### src/rtl/audio_pkg.sv
// Shared constants for the speaker output path.
// Every divided clock and the input-latch point are derived from a single
// free-running 9-bit frame counter.
package audio_pkg;

    // Frame counter width; one I2S frame is 2**CNT_W system clocks
    localparam int CNT_W    = 9;
    // Sample width per channel
    localparam int DATA_W   = 16;

    // Counter bits that are driven out directly as DAC clocks
    localparam int MCLK_BIT = 1;
    localparam int SCK_BIT  = 3;
    localparam int LRCK_BIT = 8;

    // Counter value during which new samples are taken from upstream
    localparam logic [CNT_W-1:0] LATCH_CNT = 9'd511;

    // Sample bit carried in SCK period k (1..15) of a half-frame.
    // The one-period I2S delay means period k carries bit 16-k.
    function automatic logic [3:0] msb_index(input logic [3:0] k);
        return 4'(5'd16 - {1'b0, k});
    endfunction

endpackage

### src/rtl/audio_clk_gen.sv
// Frame counter and derived DAC clocks.
// All clock outputs come straight from counter flops, so they are glitch-free
// and are all forced low while reset is asserted.
module audio_clk_gen
    import audio_pkg::*;
(
    input  logic             clk,
    input  logic             rst_n,
    output logic [CNT_W-1:0] cnt_next,
    output logic             audio_mclk,
    output logic             audio_sck,
    output logic             audio_lrck,
    output logic             sample_tick
);

    logic [CNT_W-1:0] cnt_q;
    logic [CNT_W-1:0] cnt_d;
    logic             tick_q;
    logic             tick_d;

    // Next counter value (wraps 511->0) and the latch-cycle flag for that value
    always_comb begin
        cnt_d  = cnt_q + 1'b1;
        tick_d = (cnt_d == LATCH_CNT);
    end

    // Counter and tick registers, cleared asynchronously
    always_ff @(posedge clk or negedge rst_n) begin
        if (!rst_n) begin
            cnt_q  <= '0;
            tick_q <= 1'b0;
        end else begin
            cnt_q  <= cnt_d;
            tick_q <= tick_d;
        end
    end

    assign cnt_next    = cnt_d;
    assign audio_mclk  = cnt_q[MCLK_BIT];
    assign audio_sck   = cnt_q[SCK_BIT];
    assign audio_lrck  = cnt_q[LRCK_BIT];
    assign sample_tick = tick_q;

endmodule

### src/rtl/speaker_ctrl.sv
// I2S transmitter for a stereo DAC.
// Samples are captured once per frame at the latch cycle and then streamed
// MSB first with the usual one-SCK delay after each word-select change.
// Only DATA_W == 16 is meaningful; the bit-index arithmetic assumes it.
module speaker_ctrl #(
    parameter int DATA_W = 16
) (
    input  logic              clk,
    input  logic              rst_n,
    input  logic [DATA_W-1:0] audio_in_left,
    input  logic [DATA_W-1:0] audio_in_right,
    input  logic              mute,
    output logic              audio_mclk,
    output logic              audio_lrck,
    output logic              audio_sck,
    output logic              audio_sdin,
    output logic              sample_tick
);
    import audio_pkg::*;

    logic [CNT_W-1:0]  cnt_next;
    logic [DATA_W-1:0] left_q;
    logic [DATA_W-1:0] left_d;
    logic [DATA_W-1:0] right_q;
    logic [DATA_W-1:0] right_d;
    logic              sdin_q;
    logic              sdin_d;
    logic [3:0]        next_k;
    logic              next_h;

    audio_clk_gen u_clk_gen (
        .clk         (clk),
        .rst_n       (rst_n),
        .cnt_next    (cnt_next),
        .audio_mclk  (audio_mclk),
        .audio_sck   (audio_sck),
        .audio_lrck  (audio_lrck),
        .sample_tick (sample_tick)
    );

    // Holding registers: load new samples (or silence) only at the latch cycle
    always_comb begin
        left_d  = left_q;
        right_d = right_q;
        if (sample_tick) begin
            if (mute) begin
                left_d  = '0;
                right_d = '0;
            end else begin
                left_d  = audio_in_left;
                right_d = audio_in_right;
            end
        end
    end

    // Serial bit for the SCK period that starts on the next edge.
    // At the frame wrap the holding registers are reloaded on the same edge,
    // so the old right LSB is still visible here for left-half period 0.
    always_comb begin
        sdin_d = sdin_q;
        next_k = cnt_next[LRCK_BIT-1:SCK_BIT+1];
        next_h = cnt_next[LRCK_BIT];
        if (cnt_next[SCK_BIT:0] == '0) begin
            if (next_k == 4'd0) begin
                sdin_d = next_h ? left_q[0] : right_q[0];
            end else if (next_h) begin
                sdin_d = right_q[msb_index(next_k)];
            end else begin
                sdin_d = left_q[msb_index(next_k)];
            end
        end
    end

    // Sample holding and serial output registers, cleared asynchronously
    always_ff @(posedge clk or negedge rst_n) begin
        if (!rst_n) begin
            left_q  <= '0;
            right_q <= '0;
            sdin_q  <= 1'b0;
        end else begin
            left_q  <= left_d;
            right_q <= right_d;
            sdin_q  <= sdin_d;
        end
    end

    assign audio_sdin = sdin_q;

endmodule

### config.mk
export PLATFORM = sky130hd
export DESIGN_NAME = speaker_ctrl
export DESIGN_NICKNAME = d
export VERILOG_FILES = /design/src/rtl/audio_pkg.sv /design/src/rtl/audio_clk_gen.sv /design/src/rtl/speaker_ctrl.sv
export SDC_FILE = /design/constraint.sdc
export NUM_CORES = 1
export LEC_CHECK = 0
export ABC_CLOCK_PERIOD_IN_PS = 9300
export CORE_MARGIN = 2
export CORE_UTILIZATION = 56
export DETAILED_ROUTE_END_ITERATION = 10
export HOLD_SLACK_MARGIN = 0.03
export PLACE_DENSITY = 0.84
export SLEW_MARGIN = 20
export SYNTH_ARGS = -nofsm -noshare
export SYNTH_HDL_FRONTEND = slang
export SYNTH_HIERARCHICAL = 1
export SYNTH_SLANG_ARGS = --single-unit
### constraint.sdc
create_clock -name clk -period 9.3 [get_ports clk]
set_input_delay 0.93 -clock clk [delete_from_list [all_inputs] [get_ports clk]]
set_output_delay 0.93 -clock clk [all_outputs]
set_load 0.01 [all_outputs]
==> metrics.txt, run 1 <==
status=finished, final reports clean; Setup Total Neg Slack=0 ns; crit-path cells=ha_1 -> nand3_1 -> xnor2_1 -> buf_4 -> inv_1 -> ha_1 -> mux4_2 -> mux4_2 -> nor3_2 -> nor3_1; H-tree depth=2; maximum clock path buffer count=2; crit path from=u_clk_gen/cnt_q[1]; flop-to-flop setup slack=6.29 ns; max-slew violation count=0; Critical Path Sink=audio_sdin; DRT Wirelength=4300 µm; Ys Warns=6; worst-path cell with the longest stage delay=mux4_2; layout cells sized above 1=7.84%; FILL cells=296; PortBufs=39; post-CTS setup buffer count=0; first-pass GRT wire length=7470 µm; final hold viol count=0; r2r endpoint=audio_sdin; fin crit share=32.4%; Netlist cell types=29; post-CTS sizing=0; Clock Latency Late Sink=0.29 ns; Die Height=67.7 µm; die width=67.7 µm; minimum clock period=3.01 ns; WS Path Type=reg -> reg; DRT Pass-1 Iters=4; Starting Density=57.6%; WP data required=9.48 ns; GRT overflow=0; HP Class=reg -> reg; clock slew at reported path FFs=0.08 ns; initial DRC count=91; startpoint types=flip-flop; Mapped Area=2270 µm²; CP peak stage delay=0.49 ns; die area=4580 µm²; Tightest Pin Transition=0.922 ns; arrival time worst endpoint=3.19 ns; average size of a mapped cell=10.4 µm²; Rel. slew slack=38.5%; fin area=2760 µm²; max_cap viols=0; fraction of registers with async set/reset=100%; total CTS buffers=5; root buf cell=clkbuf_8; clk sink count=43; Critical R2R Launch=u_clk_gen/cnt_q[1]; initial antenna violation count=0; post-route ant nets=0; CTS tree=built; Area growth syn-to-layout=21.5%; dpl hpwl=3130 µm; hold buffer count at CTS=0; vias in the first global route=1702; power per cell area=116 nW/µm²; Core Region=3940 µm²; final setup skew=0.00659 ns; leakage=1.19 nW; largest net degree at the start of global routing=66; top_reg_cell synth=dfrtp_1; Seq/Total Area, Yosys=47.4%; # IOs=40; # setup viols final=0; Final Net Count=292; DP Area=2680 µm²; diode count=0; Cells after Synth=219; Cell Rows=23; DRC Markers=0; maximum VDD drop=100 µV; CP endpoint kind=flip-flop; post-DR wirelength/cell=14.1 µm; fmax=0.332 GHz; total global-route track usage=22.1%; RSZ-0062 raised after global routing=no; DR vias/cell=5.51; register bit total from synthesis=43; EDFF count, synth=0; Hold Path Cell Cnt=2; syn_nets=257; gpl congestion=0.752; R2R cell count=10; routed vias=1681; Crit Path Max Fanout=13
through the flow:
stage,power [mW],hold WS [ns],setup slack (ns),instances,utilization (%)
2_1_floorplan,0.194,0.506,6.13,219,-
3_3_place_gp,0.211,0.527,6.41,297,67.9
3_5_place_dp,0.212,0.531,6.30,297,67.9
4_1_cts,0.322,0.542,6.27,305,70.0
5_1_grt,0.332,0.572,6.08,305,70.0
6_report,0.320,0.539,6.29,305,70.0
cell usage after synthesis (all sizes together) (4+ instances only):
master   n  area, µm²
dfrtp   43       1080
inv     39        146
nand3b  32        240
o21ai   32        160
clkbuf  10       37.5
mux4     9        210
nor3     6       35.0
nand2    5       18.8
nand3    5       37.5
nor2     5       18.8
xor2     5       43.8
xnor2    4       35.0
how the worst min path moves through the flow:
stage               startpoint          to
finish              left_q[15]  left_q[15]
global route         left_q[1]   left_q[1]
CTS                 left_q[15]  left_q[15]
detailed placement  left_q[15]  left_q[15]
global placement    right_q[3]  right_q[3]
floorplan            left_q[5]   left_q[5]
worst max-delay path, delay by kind of cell, from the launching register on:
kind | cells | cell delay [ns]
multiplexers | 2 | 0.84
XOR/XNOR | 1 | 0.15
buffers and inverters | 2 | 0.32
adder cells (fa/ha/maj) | 2 | 0.81
AND/OR/NAND/NOR | 3 | 0.35
flip-flops | 1 | 0.45
cell usage in the layout (no fill, tap or decap), types with 2 or more instances in the layout:
master | synthesis | final
dfrtp_1 | 43 | 43
xnor2_1 | 4 | 4
nand2_1 | 5 | 5
a21oi_1 | 3 | 3
o21bai_1 | 2 | 2
ha_1 | 3 | 3
o21ai_0 | 32 | 32
buf_4 | 0 | 2
clkbuf_1 | 10 | 2
inv_1 | 39 | 39
mux4_2 | 7 | 7
a31oi_1 | 2 | 2
nor2_1 | 5 | 5
clkdlybuf4s50_1 | 0 | 38
nand3_1 | 4 | 4
nand3b_1 | 32 | 32
mux2i_1 | 3 | 3
nor3_1 | 5 | 5
a2111oi_0 | 2 | 2
clkbuf_8 | 0 | 5
mux4_1 | 2 | 2
xor2_1 | 5 | 5
registers in the layout, summed over array words and instances, names as in the netlist:
| signal | cells |
|---|---|
| right_q | 16 |
| audio_sdin | 1 |
| left_q | 16 |
| u_clk_gen/sample_tick | 1 |
| u_clk_gen/cnt_q | 9 |
layout make-up:
class | count | area, µm² | share of cell area, %
Timing Repair Buffer | 41 | 400 | 14.5
Clock inverter | 1 | 5.00 | 0.181
Tap cell | 50 | 62.6 | 2.27
Clock buffer | 7 | 76.3 | 2.77
Multi-Input combinational cell | 124 | 992 | 36.0
Sequential cell | 43 | 1080 | 39.0
Inverter | 39 | 146 | 5.31
power by group:
group	switching [mW]	leakage [nW]	internal, mW
Combinational	0.00660	0.735	0.0142
Sequential	0	0.414	0.187
Clock	0.0596	0.0422	0.0527
per-layer routing:
metal  vias to the layer above  global-route usage, %  part of all wire, %  wire (µm)
li1                        823                      -                    -          -
met4                         0                   4.59                 0.93         40
met2                        31                   40.0                   54       2310
met5                         -                      0                    0          0
met1                       822                   26.8                   42       1820
met3                         5                   5.00                  3.1        133
logic make-up (layout without fill, tap and decap cells):
logic type	count (synthesis)	after routing	synth area share (%)
simple gates	55	55	16.4
buf+inv	52	88	8.93
compound gates	45	45	11.6
flops	43	43	47.4
mux	12	12	10.6
xor+xnor	9	9	3.47
fa+ha+maj	3	3	1.65
Power figures use the tool's default switching activity.
==> run 2, diff against run 1 <==
--- a/config.mk
+++ b/config.mk
@@ -5,12 +5,12 @@
 export SDC_FILE = /design/constraint.sdc
 export NUM_CORES = 1
 export LEC_CHECK = 0
-export ABC_CLOCK_PERIOD_IN_PS = 9300
+export ABC_CLOCK_PERIOD_IN_PS = 2600
 export CORE_MARGIN = 2
-export CORE_UTILIZATION = 56
+export CORE_UTILIZATION = 47
 export DETAILED_ROUTE_END_ITERATION = 10
 export HOLD_SLACK_MARGIN = 0.03
-export PLACE_DENSITY = 0.84
+export PLACE_DENSITY = 0.75
 export SLEW_MARGIN = 20
 export SYNTH_ARGS = -nofsm -noshare
 export SYNTH_HDL_FRONTEND = slang
==> constraint.sdc (replaced) <==
create_clock -name clk -period 2.6 [get_ports clk]
set_input_delay 0.26 -clock clk [delete_from_list [all_inputs] [get_ports clk]]
set_output_delay 0.26 -clock clk [all_outputs]
set_load 0.01 [all_outputs]
==> run 2 against run 1 <==
- routed wire length grew 2.2%
- sequential share of layout area shrank 1.8 points
- final cell count grew 4.3%
- power grew to 3.5 times the previous value
- worst setup slack lost 6.1 ns
- critical path type unchanged
==> metrics.txt, run 2 (synthesis results as in run 1) <==
# IOs=40; FILL cells=404; Regs by FF count=left_q: 16 flops, right_q: 16 flops, u_clk_gen/cnt_q: 9 flops; HP Class=in -> async; total power=1.12 mW; max_cap viols=0; setup slack after layout=0.175 ns; die width=73.5 µm; DRT Pass-1 Iters=4; most frequent cells in the layout=dfrtp_1 (42), inv_1 (38), clkdlybuf4s50_1 (38); initial DRC count=77; flop-to-flop setup slack=0.18 ns; Crit Path Max Fanout=5; root buf cell=clkbuf_8; Cell Rows=25; startpoint types=flip-flop; DR vias/cell=5.24; DRC Markers=0; Critical R2R Launch=u_clk_gen/cnt_q[0]; PortBufs=39; Die Height=73.5 µm; fmax=0.412 GHz; # setup viols final=0; diode count=0; largest net degree at the start of global routing=65; Sw Ratio=20.1%; die area=5400 µm²; WS Path Type=reg -> reg; Clock Latency Late Sink=0.29 ns; clock slew at reported path FFs=0.07 ns; initial antenna violation count=0; Rel. slew slack=38.2%; first-pass GRT wire length=7600 µm; Tightest Pin Transition=0.928 ns; Final Util=61.7%; final hold viol count=0; CP endpoint kind=flip-flop; arrival time worst endpoint=2.61 ns; H-tree depth=2; clk sink count=43; Starting Density=48.4%; Area growth syn-to-layout=27.5%; Psw=226 µW; commonest non-fill, non-tap cell in the layout=dfrtp_1; Internal Power=898 µW; vias in the first global route=1655; GRT overflow=0; routed vias=1666; gpl congestion=0.814; post-DR wirelength/cell=13.8 µm; part of the power in the clock network=34.0%; crit path from=u_clk_gen/cnt_q[0]; total global-route track usage=18.7%; post-CTS sizing=0; Core Region=4690 µm²; Flop pwr share=59.4%; maximum clock path buffer count=2; dpl hpwl=3250 µm; power per cell area=388 nW/µm²; total CTS buffers=5; RSZ-0062 raised after global routing=no; layout cells sized above 1=13.6%; fin crit share=93.3%; minimum clock period=2.42 ns; max-slew violation count=0; combinational cell fraction of total power=6.5%; CTS tree=built; DP Worst Slack=0.0729 ns; post-route ant nets=0; WP data required=2.78 ns; maximum VDD drop=236 µV; Final Net Count=303; DRT Wirelength=4400 µm; status=finished, final reports clean; leakage=1.24 nW; final setup skew=0.00446 ns
run 2: cell count changes in the layout (fill, tap and decap cells not counted), sizes merged:
cell	previous run	this run
clkinv	1	0
buf	3	14
clkbuf	7	6
run 2: layout make-up:
type	instances	area (µm²)	share of cell area [%]
Sequential cell	43	1080	37.2
Clock buffer	6	72.6	2.51
Tap cell	54	67.6	2.33
Inverter	39	146	5.06
Multi-Input combinational cell	124	1050	36.2
Timing Repair Buffer	52	483	16.7
run 2: timing repair:
item                                    4_1_cts  5_1_grt
setup buffers                                 0        2
endpoints found under the setup margin        0        1
hold buffers                                  0        0
run 2: critical path, cell delays in order (launching register included):
cell     delay [ns]
dfrtp_1        0.47
ha_4           0.19
nand3_4        0.09
xnor2_4        0.20
buf_4          0.18
mux4_1         0.54
mux4_2         0.47
nor3_2         0.11
nor3_1         0.06
run 2: path summary, 6_finish.rpt:
check / endpoint / cells past startpoint
worst min-delay path: left_q[13] / 1
worst min register to register: left_q[11] / 2
max in group asynchronous: u_clk_gen/cnt_q[1] / 1
worst max-delay path: audio_sdin / 8
min in group clk: left_q[11] / 2
worst max register to register: audio_sdin / 8
run 2: metal layers:
layer  track usage, %  vias to the layer above  share of wire (%)
met5                0                        -                  0
met4             8.28                        0                2.7
met3             4.25                        9                2.9
met2             29.8                       26                 49
met1             24.6                      793                 45
li1                 -                      838                  -
run 2: power groups by stage:
stage,combinational [mW],clock [mW],sequential [mW]
after floorplan,0.0107,0,0.682
after global placement,0.0740,0,0.681
after detailed placement,0.0753,0,0.681
after CTS,0.0754,0.396,0.668
after global routing,0.0816,0.420,0.668
final,0.0736,0.382,0.668
run 2: stage by stage:
stage | std cells | area, µm² | hold slack, ns | setup TNS [ns]
after CTS | 316 | 2880 | 0.134 | 0
after global routing | 318 | 2900 | 0.183 | 0
after detailed placement | 310 | 2810 | 0.447 | 0
final | 318 | 2900 | 0.106 | 0
after floorplan | 219 | 2350 | -0.0356 | -0.0474
after global placement | 310 | 2810 | 0.445 | 0
